$ cat config.mk
export PLATFORM = sky130hd
export DESIGN_NAME = move_selector
export DESIGN_NICKNAME = d
export VERILOG_FILES = /design/src/rtl/move_selector.sv
export SDC_FILE = /design/constraint.sdc
export NUM_CORES = 1
export LEC_CHECK = 0
export ABC_CLOCK_PERIOD_IN_PS = 5800
export CAP_MARGIN = 20
export CORE_AREA = 4 4 130 132
export DETAILED_ROUTE_END_ITERATION = 10
export DIE_AREA = 0 0 134 136
export GPL_TIMING_DRIVEN = 0
export PLACE_DENSITY_LB_ADDON = 0.12
export SLEW_MARGIN = 20
export SYNTH_ARGS = -nofsm -noshare
export SYNTH_HDL_FRONTEND = slang
export SYNTH_SLANG_ARGS = --single-unit
$ cat constraint.sdc
create_clock -name clk -period 5.8 [get_ports clk]
set_input_delay 0.58 -clock clk [delete_from_list [all_inputs] [get_ports clk]]
set_output_delay 0.58 -clock clk [all_outputs]
set_load 0.1 [all_outputs]
$ cat src/rtl/move_selector.sv
// Picks the best legal column from the network's output activations and hands it off over valid/ack.
// Optional centre-out scan order (nearest-centre tie-break) is enabled by defining MOVE_SEL_CENTER_PREF_EN.
module move_selector #(
    parameter int NUM_COLS    = 7,
    parameter int SCORE_WIDTH = 14
) (
    input  logic                          clk,
    input  logic                          rst,
    input  logic                          fp_done,
    input  logic signed [SCORE_WIDTH-1:0] scores [0:NUM_COLS-1],
    input  logic [NUM_COLS-1:0]           col_full,
    input  logic                          move_ack,
    output logic                          move_valid,
    output logic [$clog2(NUM_COLS)-1:0]   move_col,
    output logic                          no_legal_move,
    output logic signed [SCORE_WIDTH-1:0] best_score,
    output logic                          nn_clear,
    output logic [2:0]                    state_dbg
);
    localparam int IDX_W = $clog2(NUM_COLS);
    localparam logic [IDX_W-1:0] LAST_IDX = IDX_W'(NUM_COLS - 1);

    typedef enum logic [2:0] {
        IDLE    = 3'd0,
        SCAN    = 3'd1,
        PRESENT = 3'd2,
        CLEAR   = 3'd3,
        DRAIN   = 3'd4
    } state_t;

    state_t                          state;
    logic [IDX_W-1:0]                idx;
    logic [IDX_W-1:0]                best_col;
    logic [IDX_W-1:0]                cur_col;
    logic [IDX_W-1:0]                nxt_col;
    logic                            found;
    logic                            nxt_found;
    logic                            take;
    logic signed [SCORE_WIDTH-1:0]   best_q;
    logic signed [SCORE_WIDTH-1:0]   nxt_best;
    logic signed [SCORE_WIDTH-1:0]   score_q [0:NUM_COLS-1];
    logic [NUM_COLS-1:0]             full_q;

    assign state_dbg = state;

    // Maps scan step k to the column evaluated at that step; ties favour earlier steps.
    function automatic logic [IDX_W-1:0] scan_col(input logic [IDX_W-1:0] k);
`ifdef MOVE_SEL_CENTER_PREF_EN
        int center;
        int off;
        center = NUM_COLS / 2;
        off    = (int'(k) + 1) / 2;
        if (k[0]) return IDX_W'(center - off);
        else      return IDX_W'(center + off);
`else
        return k;
`endif
    endfunction

    always_comb begin
        cur_col   = scan_col(idx);
        take      = !full_q[cur_col] && (!found || (score_q[cur_col] > best_q));
        nxt_found = found;
        nxt_col   = best_col;
        nxt_best  = best_q;
        if (take) begin
            nxt_found = 1'b1;
            nxt_col   = cur_col;
            nxt_best  = score_q[cur_col];
        end
    end

    // Handshake: move_valid holds with stable move_col/best_score/no_legal_move until an edge samples move_ack=1.
    always_ff @(posedge clk) begin
        if (!rst) begin
            state         <= IDLE;
            idx           <= '0;
            found         <= 1'b0;
            best_q        <= '0;
            best_col      <= '0;
            full_q        <= '0;
            move_valid    <= 1'b0;
            move_col      <= '0;
            no_legal_move <= 1'b0;
            best_score    <= '0;
            nn_clear      <= 1'b0;
        end else begin
            case (state)
                IDLE: begin
                    if (fp_done) begin
                        score_q <= scores;
                        full_q  <= col_full;
                        found   <= 1'b0;
                        idx     <= '0;
                        state   <= SCAN;
                    end
                end
                SCAN: begin
                    best_q   <= nxt_best;
                    best_col <= nxt_col;
                    found    <= nxt_found;
                    idx      <= idx + 1'b1;
                    if (idx == LAST_IDX) begin
                        idx           <= '0;
                        state         <= PRESENT;
                        move_valid    <= 1'b1;
                        no_legal_move <= !nxt_found;
                        move_col      <= nxt_found ? nxt_col : '0;
                        best_score    <= nxt_found ? nxt_best : '0;
                    end
                end
                PRESENT: begin
                    if (move_ack) begin
                        move_valid    <= 1'b0;
                        move_col      <= '0;
                        best_score    <= '0;
                        no_legal_move <= 1'b0;
                        nn_clear      <= 1'b1;
                        state         <= CLEAR;
                    end
                end
                CLEAR: begin
                    nn_clear <= 1'b0;
                    state    <= DRAIN;
                end
                DRAIN: begin
                    // Hold off until the network has really dropped fp_done.
                    if (!fp_done) state <= IDLE;
                end
                default: state <= IDLE;
            endcase
        end
    end
endmodule

### After elaboration in Yosys (flattened, before gate mapping)

Cells that the tools add are included.

* bits in registers: 149
* input bits: 109
* logic and storage cells: 80
* output and inout bits: 23

* reduce and logical (&&, ||, !) cells: 15
* mux-type cells: 33
* add/sub/neg operators: 1
* bitwise logic cells: 1
* equal/unequal tests: 9
* $lt $le $gt $ge: 3

Operators with widths (count)
* $mux W14: 6
* $bmux W14 S3: 1
* $mux W3: 10
* $pmux W14 S2: 1
* $pmux W3 S5: 1
* $gt A14 B14 Y1: 1
* $pmux W3 S2: 2
* $ne A2 B2 Y1 const B: 4
* $pmux W1 S2: 4
* $mux W1: 7
* $eq A3 B2 Y1 const B: 2
* $eq A3 B3 Y1 const B: 2
* $reduce_and A2 Y1: 3
* $reduce_and A3 Y1: 2
* $reduce_bool A2 Y1: 3
* $ge A4 B4 Y1 const B: 1
* $lt A3 B4 Y1 const B: 1
* $not A3 Y4: 1
* $reduce_and A4 Y1: 1
* $add A3 B1 Y3 const B: 1
* $bmux W1 S3: 1
* $eq A3 B1 Y1 const B: 1
* $logic_not A1 Y1: 3
* $logic_not A3 Y1: 1
* 2 further kinds: 2

### Logic depth before layout (Yosys ltp)

Gate-level depths: netlist of the first run.

* depth after elaboration: 11
* gate-level depth with buffers: 16
* depth with buffers taken out: 12

### Worst setup path before layout of the first run

Ideal clock, no wire load.

* kind: register -> register
* start: reg state[1], in the netlist state_dbg[1]
* end: reg score_q[0] (netlist name), enable pin
* setup time: 0.467 ns
* arrival time: 3.893 ns
* path buffers: 0
* stages on the path, launching flop included: 4
* clock period less this slack: 4.360 ns
* path slack: 1.440 ns
* required time: 5.333 ns
* cell sequence: dfxtp_1 -> nand2b_1 -> nor3_1 -> and2_1

* cells in the longest elaborated chain, start to end: 2

Ends and longest elaborated chain
* start: declaration: RTL line 31 `state_t state;`
* start signal: assignment: RTL line 76 `state <= IDLE;`
* start signal: assignment: RTL line 95 `state <= SCAN;`
* start signal: assignment: RTL line 105 `state <= PRESENT;`
* $logic_not A3 Y1: RTL line 88 `case (state)`
* $reduce_and A3 Y1 (no line)
* end signal: assignment: RTL line 91 `score_q <= scores;`
* end: declaration: RTL line 41 `logic signed [SCORE_WIDTH-1:0] score_q [0:NUM_COLS-1];`

Every way passes these cells.
A chain may end at the register's enable or synchronous reset.

### Worst setup path after layout of the first run

* start: reg idx[0], in the netlist cur_col[0]
* end: reg best_score[1]

* cells in the longest elaborated chain, start to end: 11
* elaborated cells between the ends (all ways): 18
* those cells by class: 1 x order compare; 2 x eq/ne; 10 x mux; 1 x bitwise; 4 x reduce/logical

Ends and longest elaborated chain
* start: declaration: RTL line 32 `logic [IDX_W-1:0] idx;`
* start signal: assignment: RTL line 102 `idx <= idx + 1'b1;`
* $not A3 Y4 (not written as such): RTL line 62, 69
* $bmux W14 S3: RTL line 62, 69
* $mux W14 (not written as such) (2 in a row): RTL line 62, 69
* $gt A14 B14 Y1: RTL line 62 `take = !full_q[cur_col] && (!found || (score_q[cur_col] > best_q));`
* $logic_or A1 B1 Y1: RTL line 62
* $logic_and A1 B1 Y1: RTL line 62
* $mux W14 or $mux W1 (tied branches): RTL line 66 `if (take) begin`
* $mux W14: RTL line 109 `best_score <= nxt_found ? nxt_best : '0;`
* $mux W14: RTL line 103 `if (idx == LAST_IDX) begin`
* $pmux W14 S2: RTL line 88
* end signal: assignment: RTL line 109
* end: declaration: RTL line 16 `output logic signed [SCORE_WIDTH-1:0] best_score,`

Several ways; a longest one is shown, not always the timed one. The select of a mux whose other input is x is not followed.

==> results.yml, run 1 <==
setup_path:
  cp_cell_sequence: "buf_2 > nor2b_1 > clkbuf_1 > a21oi_1 > a21oi_1 > ha_1 > nand4_1 > o21bai_1 > a311oi_1 > o311ai_4 > buf_2 > mux2i_1 > o2bb2ai_1"
  start_kind: "flop"
  worstSetupStartpoint: "cur_col[0]$_SDFFE_PN0P_"
  end_kind: "flop"
  ff2ff_setup_slack_ns: 1.59
  r2r-start: "cur_col[0]$_SDFFE_PN0P_"
  criticalPathCategory: "reg -> reg"
  reg2regPathDepth: 13
  critical_path.top_delay_family: "compound AO/OA/AOI/OAI gates"
  cp_slowest_cell: "o311ai_4"
  r2r-end: "best_score[1]$_SDFFE_PN0P_"
  arrival_ns: 4.49
  path_buf_inv: 3
  crit_fanout: 10
  slowest_delay_ns: 0.60
  required_ns: 6.08
job:
  maxCapViolations: 0
detailed_routing:
  wirelength_um: 13900
  firstDrtPassIters: 4
  post_drt_wl_per_cell_um: 16.2
  vias: 4109
  drc: 0
  routed_via_density: 4.79
  postRouteAntennaNets: 0
  drt_first_iter_violations: 222
synthesis:
  ys_ff_latch: 149
  ys_types: 41
  synth_nets: 601
  yosysSeqAreaShare_pct: 63.5
  yosys_warnings: 0
  synth_area_per_cell_um2: 13.1
  netlist_area_um2: 6240
  synthCells: 478
placement:
  dp_hpwl_um: 10300
  port_buffers: 130
  dpl.cell_count: 825
  gp_congestion: 0.830
  place_ws_ns: 1.57
cts:
  post_cts_resized: 0
  cts_max_level: 4
  cts-root-buf: "clkbuf_16"
  cts_buffers: 17
  cts_tree: "built"
  insertion_delay_ns: 0.42
  cts_num_sinks: 149
  clk_pin_slew_ns: 0.06
  cts.path.max_buffers: 2
  hold_buffers: 0
  cts_setup_buffers: 0
timing:
  maxSlewHeadroom_pct: 31.8
  final_hold_viol_count: 0
  period_minus_slack_ns: 4.21
  slew_viol_final: 0
  whs_ns: 0.456
  clock.fmax_mhz: 238
  setup_ws_ns: 1.59
  clock_skew_ns: 0.00863
  grt_setup_unrepaired: "false"
  period_share_pct: 72.6
  worstMarginPinSlew_ns: 1.02
  final.setup.tns_ns: 0
  setup_viol: 0
power:
  powerDensity_nw_per_um2: 312
  power_mw: 2.64
  power_leakage_nw: 3.01
  ir_drop_mv: 0.202
floorplanning:
  fp-row-count: 46
  die_area_um2: 18200
  core_um2: 15700
  start_util_pct: 39.7
  ios: 132
  die_h_um: 136
  die_w_um: 134
layout:
  antenna_cells: 0
  area_growth_pct: 35.8
  fin_cells: 857
  layout_commonest_cell: "clkdlybuf4s50_1"
  final_cell_mix: "clkdlybuf4s50_1, edfxtp_1, nand2_1, dfxtp_1, mux2i_1"
  nets: 751
  drive_above_1_share_pct: 8.74
hold_path:
  whs_path_depth: 1
  worstHoldStart: "move_col[2]$_SDFFE_PN0P_"
  hold_end: "move_col[2]$_SDFFE_PN0P_"
  hold_class: "reg -> reg"
global_route:
  grt_pass1_vias: 4346
  grt_first_pass_wirelength_um: 22100
  grt_max_degree: 56
  antenna_found_initial: 0
  overflow: 0
  track_usage_pct: 15.9
status:
  status: "complete, no violations"
-- cell families after synthesis --
logic type	count (synthesis)	synth area share, %
simple gates	126	8.90
mux	61	12.8
buf+inv	46	3.17
compound gates	82	8.82
flops	149	63.5
fa+ha+maj	14	2.81
-- layer usage --
layer	share of wire, %	track usage [%]	up-vias
li1	-	-	2050
met1	45	20.3	1919
met2	49	25.9	120
met3	5.0	4.00	20
met4	1.6	6.40	0
met5	0	0	-
-- area by class of cell --
| cell class | instances | area, um^2 |
|---|---|---|
| Buffer | 27 | 126 |
| Clock buffer | 23 | 488 |
| Clock inverter | 9 | 148 |
| Fill cell | 1325 | 7230 |
| Inverter | 19 | 71.3 |
| Multi-Input combinational cell | 283 | 2080 |
| Sequential cell | 149 | 3960 |
| Tap cell | 216 | 270 |
| Timing Repair Buffer | 131 | 1330 |
-- state kept, by name, summed over array words and instances (netlist names) --
register and flops:
score_q 98, best_q 14, best_score 14, full_q 7
best_col 3, cur_col 3, move_col 3, state_dbg 3
found 1, move_valid 1, nn_clear 1, no_legal_move 1
-- worst max path at each step --
| stage | end | slack [ns] | cells after the start |
|---|---|---|---|
| after detailed placement | best_score[11]$_SDFFE_PN0P_ | 1.57 | 13 |
| final | best_score[1]$_SDFFE_PN0P_ | 1.59 | 13 |
| after global routing | best_score[11]$_SDFFE_PN0P_ | 1.21 | 13 |
| after CTS | best_score[11]$_SDFFE_PN0P_ | 1.52 | 13 |
| after floorplan | score_q[0]$_DFFE_PP_ | 1.44 | 3 |
| after global placement | score_q[84]$_DFFE_PP_ | 0.33 | 4 |
-- synth_stat cells --
library cell	count	share of area [%]
edfxtp_1	98	47
nand2_1	56	3.4
dfxtp_1	51	16
mux2i_1	46	7.4
a21oi_1	37	3.0
nor2_1	36	2.2
inv_1	19	1.1
clkbuf_1	16	0.96
mux4_2	15	5.4
ha_1	14	2.8
o2bb2ai_1	14	2.0
a21boi_0	7	0.84
nor2b_1	7	0.70
o21ai_0	6	0.48
a21o_1	5	0.60
and2_1	5	0.50
buf_2	5	0.40
nand3_1	5	0.40
nand4_1	4	0.40
a22oi_1	3	0.36
buf_1	3	0.18
nor3_1	3	0.24
buf_6	2	0.36
nand2b_1	2	0.20
o211ai_1	2	0.24
or2_1	2	0.20
a21boi_1	1	0.12
a311oi_1	1	0.14
a31oi_1	1	0.10
and3_1	1	0.10
buf_4	1	0.12
nand3b_1	1	0.12
nor4_1	1	0.10
nor4bb_1	1	0.16
o21ai_1	1	0.080
o21ai_4	1	0.26
o21bai_1	1	0.12
o311ai_4	1	0.42
o31ai_1	1	0.12
or3_1	1	0.10
or3b_1	1	0.14
-- worst register-to-register path: stages (launching register included) --
cell and delay, ns:
dfxtp_1 0.37, buf_2 0.33, nor2b_1 0.35, clkbuf_1 0.45
a21oi_1 0.13, a21oi_1 0.34, ha_1 0.33, nand4_1 0.13
o21bai_1 0.13, a311oi_1 0.14, o311ai_4 0.60, buf_2 0.43
mux2i_1 0.26, o2bb2ai_1 0.08
-- where the power goes --
group          leakage [nW]  switching (mW)  internal [mW]
clock                 0.315           0.408          0.764
combinational          1.37           0.135          0.145
sequential             1.32          0.0151           1.18
total                  3.01           0.558           2.09
-- through the flow --
stage	util (%)	cell area [um^2]
after CTS	54.0	8480
after global routing	54.0	8480
after detailed placement	49.9	7840
after floorplan	-	6240
final	54.0	8480
after global placement	49.7	7810
Note: power is estimated with default switching activity, not from simulation.
==> inputs of run 2 (changes only) <==
--- a/config.mk
+++ b/config.mk
@@ -5,7 +5,7 @@
 export SDC_FILE = /design/constraint.sdc
 export NUM_CORES = 1
 export LEC_CHECK = 0
-export ABC_CLOCK_PERIOD_IN_PS = 5800
+export ABC_CLOCK_PERIOD_IN_PS = 4250
 export CAP_MARGIN = 20
 export CORE_AREA = 4 4 130 132
 export DETAILED_ROUTE_END_ITERATION = 10
==> constraint.sdc (replaced) <==
create_clock -name clk -period 4.25 [get_ports clk]
set_input_delay 0.425 -clock clk [delete_from_list [all_inputs] [get_ports clk]]
set_output_delay 0.425 -clock clk [all_outputs]
set_load 0.1 [all_outputs]
==> results.yml, run 2 (synthesis gave the netlist of run 1 again) <==
power:
  p_clk_share_pct: 43.9
  power_switching_share_pct: 21.0
  power_leakage_nw: 3.03
  p_switching_mw: 0.753
  comb_power_share_pct: 10.9
  powerDensity_nw_per_um2: 422
  internal_power_mw: 2.84
  ir_drop_mv: 0.264
  p_seq_share_pct: 45.2
  power_mw: 3.59
status:
  status: "complete, no violations"
cts:
  cts_buffers: 17
  cts-root-buf: "clkbuf_16"
  cts_tree: "built"
  insertion_delay_ns: 0.42
  clk_pin_slew_ns: 0.06
  cts_max_level: 4
  hold_buffers: 0
  cts_num_sinks: 149
  cts.path.max_buffers: 2
setup_path:
  arrival_ns: 4.18
  r2r-end: "best_score[1]$_SDFFE_PN0P_"
  required_ns: 4.54
  crit_fanout: 10
  r2r-start: "cur_col[0]$_SDFFE_PN0P_"
  reg2regPathDepth: 13
  ff2ff_setup_slack_ns: 0.36
  end_kind: "flop"
  criticalPathCategory: "reg -> reg"
  start_kind: "flop"
layout:
  largest-register: "score_q"
  final_cell_mix: "clkdlybuf4s50_1, edfxtp_1, nand2_1, dfxtp_1, mux2i_1"
  drive_above_1_share_pct: 9.46
  top_regs: "score_q x98, best_q x14, best_score x14"
  nets: 756
  largest_register_ffs: 98
  layout_commonest_cell: "clkdlybuf4s50_1"
  antenna_cells: 0
  area_growth_pct: 36.2
  postLayoutCoreUtil_pct: 54.1
floorplanning:
  die_area_um2: 18200
  ios: 132
  core_um2: 15700
  die_h_um: 136
  start_util_pct: 39.7
  die_w_um: 134
  fp-row-count: 46
global_route:
  grt_use_met3_pct: 4.48
  track_usage_pct: 15.5
  use_met1_pct: 19.8
  antenna_found_initial: 0
  met2_usage_pct: 25.0
  overflow: 0
  grt_max_degree: 63
  grt_first_pass_wirelength_um: 21500
  grt_pass1_vias: 4326
  grt_busiest_layer: "met2"
detailed_routing:
  wirelength_um: 13600
  routed_via_density: 4.83
  postRouteAntennaNets: 0
  post_drt_wl_per_cell_um: 15.8
  drt_first_iter_violations: 184
  firstDrtPassIters: 4
  vias: 4160
  drc: 0
timing:
  clock.fmax_mhz: 257
  setup_viol: 0
  worstMarginPinSlew_ns: 1.02
  grt_setup_unrepaired: "false"
  period_minus_slack_ns: 3.89
  clock_skew_ns: 0.00677
  maxSlewHeadroom_pct: 31.6
  period_share_pct: 91.6
  final_hold_viol_count: 0
  slew_viol_final: 0
  final.setup.tns_ns: 0
placement:
  gp_congestion: 0.811
  dp_hpwl_um: 10100
  port_buffers: 130
hold_path:
  hold_class: "in -> reg"
  worstHoldStart: "rst"
  hold_end: "best_q[1]$_SDFFE_PN0P_"
  whs_path_depth: 3
job:
  maxCapViolations: 0
[run 2: changes by cell type in the layout (fill, tap and decap cells not counted), moves of 3 or more]
cell	before	now
buf_4	1	6
clkbuf_2	0	4
clkinv_1	1	4
clkbuf_8	4	0
[run 2: what timing repair did]
item / CTS / global route
gates resized for setup: 0 / 6
setup buffers: 0 / 5
setup endpoints to repair: 0 / 21
[run 2: power groups by stage]
| stage | Sequential [mW] | Clock (mW) | Combinational, mW |
|---|---|---|---|
| 6_report | 1.63 | 1.58 | 0.391 |
| 2_1_floorplan | 1.66 | 0 | 0.211 |
| 3_3_place_gp | 1.66 | 0 | 0.376 |
| 4_1_cts | 1.63 | 1.61 | 0.387 |
| 3_5_place_dp | 1.66 | 0 | 0.385 |
| 5_1_grt | 1.63 | 1.66 | 0.433 |
[run 2: worst max-delay path: stages (launching register included)]
cell       delay (ns)
dfxtp_1          0.37
buf_2            0.33
buf_4            0.31
mux4_2           0.53
nor2_1           0.11
a21oi_1          0.10
ha_1             0.37
nand4_1          0.18
nor4_1           0.35
o21ai_0          0.19
o311ai_4         0.17
buf_2            0.39
mux2i_1          0.27
o2bb2ai_1        0.08
[run 2: layout make-up]
type,count,area [um^2]
inverter,19,71.3
multi-input combinational,283,2080
sequential,149,3960
clock inverter,12,185
clock buffer,19,433
buffer,27,131
timing repair buffer,136,1370
fill,1334,7210
tap,216,270
[run 2: how the worst max path moves through the flow]
| stage | from | to | slack [ns] | cells past startpoint |
|---|---|---|---|---|
| final | cur_col[0]$_SDFFE_PN0P_ | best_score[1]$_SDFFE_PN0P_ | 0.36 | 13 |
| after global routing | cur_col[0]$_SDFFE_PN0P_ | best_score[1]$_SDFFE_PN0P_ | 0.03 | 13 |
| after global placement | cur_col[0]$_SDFFE_PN0P_ | best_score[11]$_SDFFE_PN0P_ | 0.02 | 13 |
| after floorplan | cur_col[0]$_SDFFE_PN0P_ | best_score[0]$_SDFFE_PN0P_ | 0.89 | 12 |
| after detailed placement | cur_col[0]$_SDFFE_PN0P_ | best_score[1]$_SDFFE_PN0P_ | 0.03 | 13 |
| after CTS | cur_col[0]$_SDFFE_PN0P_ | best_score[1]$_SDFFE_PN0P_ | 0.01 | 13 |
[run 2: per-layer routing]
layer	routed length, um	vias to the layer above
li1	-	2054
met1	6210	1981
met2	6460	106
met3	737	19
met4	235	0
met5	0	-
[run 2: per-stage QoR]
| step | cell area [um^2] | setup slack (ns) | instances | hold WS, ns |
|---|---|---|---|---|
| after floorplan | 6240 | 0.894 | 478 | 0.438 |
| after global placement | 7810 | 0.0196 | 824 | 0.438 |
| after detailed placement | 7840 | 0.0306 | 825 | 0.444 |
| after CTS | 8460 | 0.0137 | 856 | 0.387 |
| after global routing | 8500 | 0.0277 | 861 | 0.425 |
| final | 8500 | 0.357 | 861 | 0.404 |
==> inputs of run 3 (changes only) <==
--- a/config.mk
+++ b/config.mk
@@ -8,10 +8,11 @@
 export ABC_CLOCK_PERIOD_IN_PS = 4250
 export CAP_MARGIN = 20
 export CORE_AREA = 4 4 130 132
+export CTS_BUF_LIST = sky130_fd_sc_hd__clkbuf_8 sky130_fd_sc_hd__clkbuf_16
 export DETAILED_ROUTE_END_ITERATION = 10
 export DIE_AREA = 0 0 134 136
 export GPL_TIMING_DRIVEN = 0
-export PLACE_DENSITY_LB_ADDON = 0.12
+export PLACE_DENSITY = 0.72
 export SLEW_MARGIN = 20
 export SYNTH_ARGS = -nofsm -noshare
 export SYNTH_HDL_FRONTEND = slang
==> results.yml, run 3 (synthesis gave the netlist of run 1 again) <==
layout:
  area_growth_pct: 35.6
  final_cell_mix: "clkdlybuf4s50_1, edfxtp_1, nand2_1, dfxtp_1, mux2i_1"
  layout_commonest_cell: "clkdlybuf4s50_1"
  fin_area_um2: 8470
  largest-register: "score_q"
  top_regs: "score_q x98, best_q x14, best_score x14"
  antenna_cells: 0
  nets: 754
  largest_register_ffs: 98
  drive_above_1_share_pct: 9.01
detailed_routing:
  wirelength_um: 14000
  firstDrtPassIters: 4
  vias: 4235
  postRouteAntennaNets: 0
  drc: 0
  post_drt_wl_per_cell_um: 16.2
  routed_via_density: 4.92
  drt_first_iter_violations: 167
timing:
  final.setup.tns_ns: 0
  setup_viol: 0
  slew_viol_final: 0
  clock.fmax_mhz: 260
  maxSlewHeadroom_pct: 30.6
  final_hold_viol_count: 0
  whs_ns: 0.405
  clock_skew_ns: 0.00527
  period_minus_slack_ns: 3.85
  grt_setup_unrepaired: "false"
  worstMarginPinSlew_ns: 1.04
  period_share_pct: 90.5
power:
  ir_drop_mv: 0.251
  powerDensity_nw_per_um2: 417
  power_mw: 3.53
  power_leakage_nw: 3.02
cts:
  cts_buffers: 17
  cts-root-buf: "clkbuf_16"
  insertion_delay_ns: 0.42
  hold_buffers: 0
  cts_max_level: 4
  cts_num_sinks: 149
  cts_tree: "built"
  cts.path.max_buffers: 2
  clk_pin_slew_ns: 0.06
floorplanning:
  die_w_um: 134
  ios: 132
  die_area_um2: 18200
  die_h_um: 136
  fp-row-count: 46
  start_util_pct: 39.7
  core_um2: 15700
placement:
  gp_congestion: 0.858
  dp_hpwl_um: 10500
  port_buffers: 130
  placed_area_um2: 7840
hold_path:
  hold_class: "in -> reg"
setup_path:
  arrival_ns: 4.13
  cp_cell_sequence: "buf_2 > nor2b_1 > clkbuf_2 > a21oi_1 > a21oi_1 > ha_1 > nand4_1 > o21bai_1 > a311oi_1 > o311ai_4 > buf_2 > mux2i_1 > o2bb2ai_1"
  start_kind: "flop"
  required_ns: 4.53
  crit_fanout: 10
  cp_slowest_cell: "o311ai_4"
  slowest_delay_ns: 0.44
  end_kind: "flop"
  criticalPathCategory: "reg -> reg"
global_route:
  grt_first_pass_wirelength_um: 22100
  track_usage_pct: 15.6
  grt_pass1_vias: 4456
  grt_max_degree: 65
  antenna_found_initial: 0
  overflow: 0
job:
  maxCapViolations: 0
status:
  status: "complete, no violations"
[run 3: cell count changes in the layout (fill, tap and decap cells not counted), sizes merged]
cell    delta
clkbuf     -3
inv        +4
buf        -1
bufinv     -1
[run 3: critical path: cells and delay by family, from the launching register on]
kind,cells,cell delay [ns]
DFF,1,0.38
AOI/OAI and AO/OA,6,1.21
buffers and inverters,3,1.03
and+or+nand+nor,2,0.50
muxes,1,0.26
adders and majority gates,1,0.32
[run 3: path summary, 6_finish.rpt]
check	end	depth (start not counted)	start	slack, ns
max	best_score[9]$_SDFFE_PN0P_	13	cur_col[0]$_SDFFE_PN0P_	0.40
min	best_q[0]$_SDFFE_PN0P_	3	rst	0.41
max reg2reg	best_score[9]$_SDFFE_PN0P_	13	cur_col[0]$_SDFFE_PN0P_	0.40
min reg2reg	move_col[2]$_SDFFE_PN0P_	1	move_col[2]$_SDFFE_PN0P_	0.46
[run 3: layer usage]
| metal | global-route usage (%) | part of all wire (%) |
|---|---|---|
| met5 | 0 | 0 |
| met2 | 26.8 | 50 |
| met1 | 18.0 | 42 |
| met3 | 5.26 | 5.7 |
| met4 | 6.06 | 1.7 |
[run 3: per-stage QoR]
stage	util, %	worst slack (ns)	std cells
after floorplan	-	0.894	478
after global placement	49.7	0.127	824
after detailed placement	49.9	0.0205	825
after CTS	53.7	0.0145	857
after global routing	53.9	0.0612	860
final	53.9	0.403	860
[run 3: report_power, final]
group | internal, mW | switching (mW)
Sequential | 1.61 | 0.0212
Clock | 0.964 | 0.556
Combinational | 0.204 | 0.184
[run 3: final cells by class]
class	instances	area (um^2)
fillers	1301	7250
flip-flops and latches	149	3960
multi-input cells	283	2080
repair buffers	134	1350
clock buffers	17	425
well taps	216	270
clock inverters	15	173
plain buffers	27	129
inverters	19	71.3
[run 3: what timing repair did]
action | in CTS | in global routing
buffers inserted | 0 | 3
endpoints found under the hold margin | 0 | 0
gates resized for setup | 0 | 3
endpoints found under the setup margin | 0 | 20
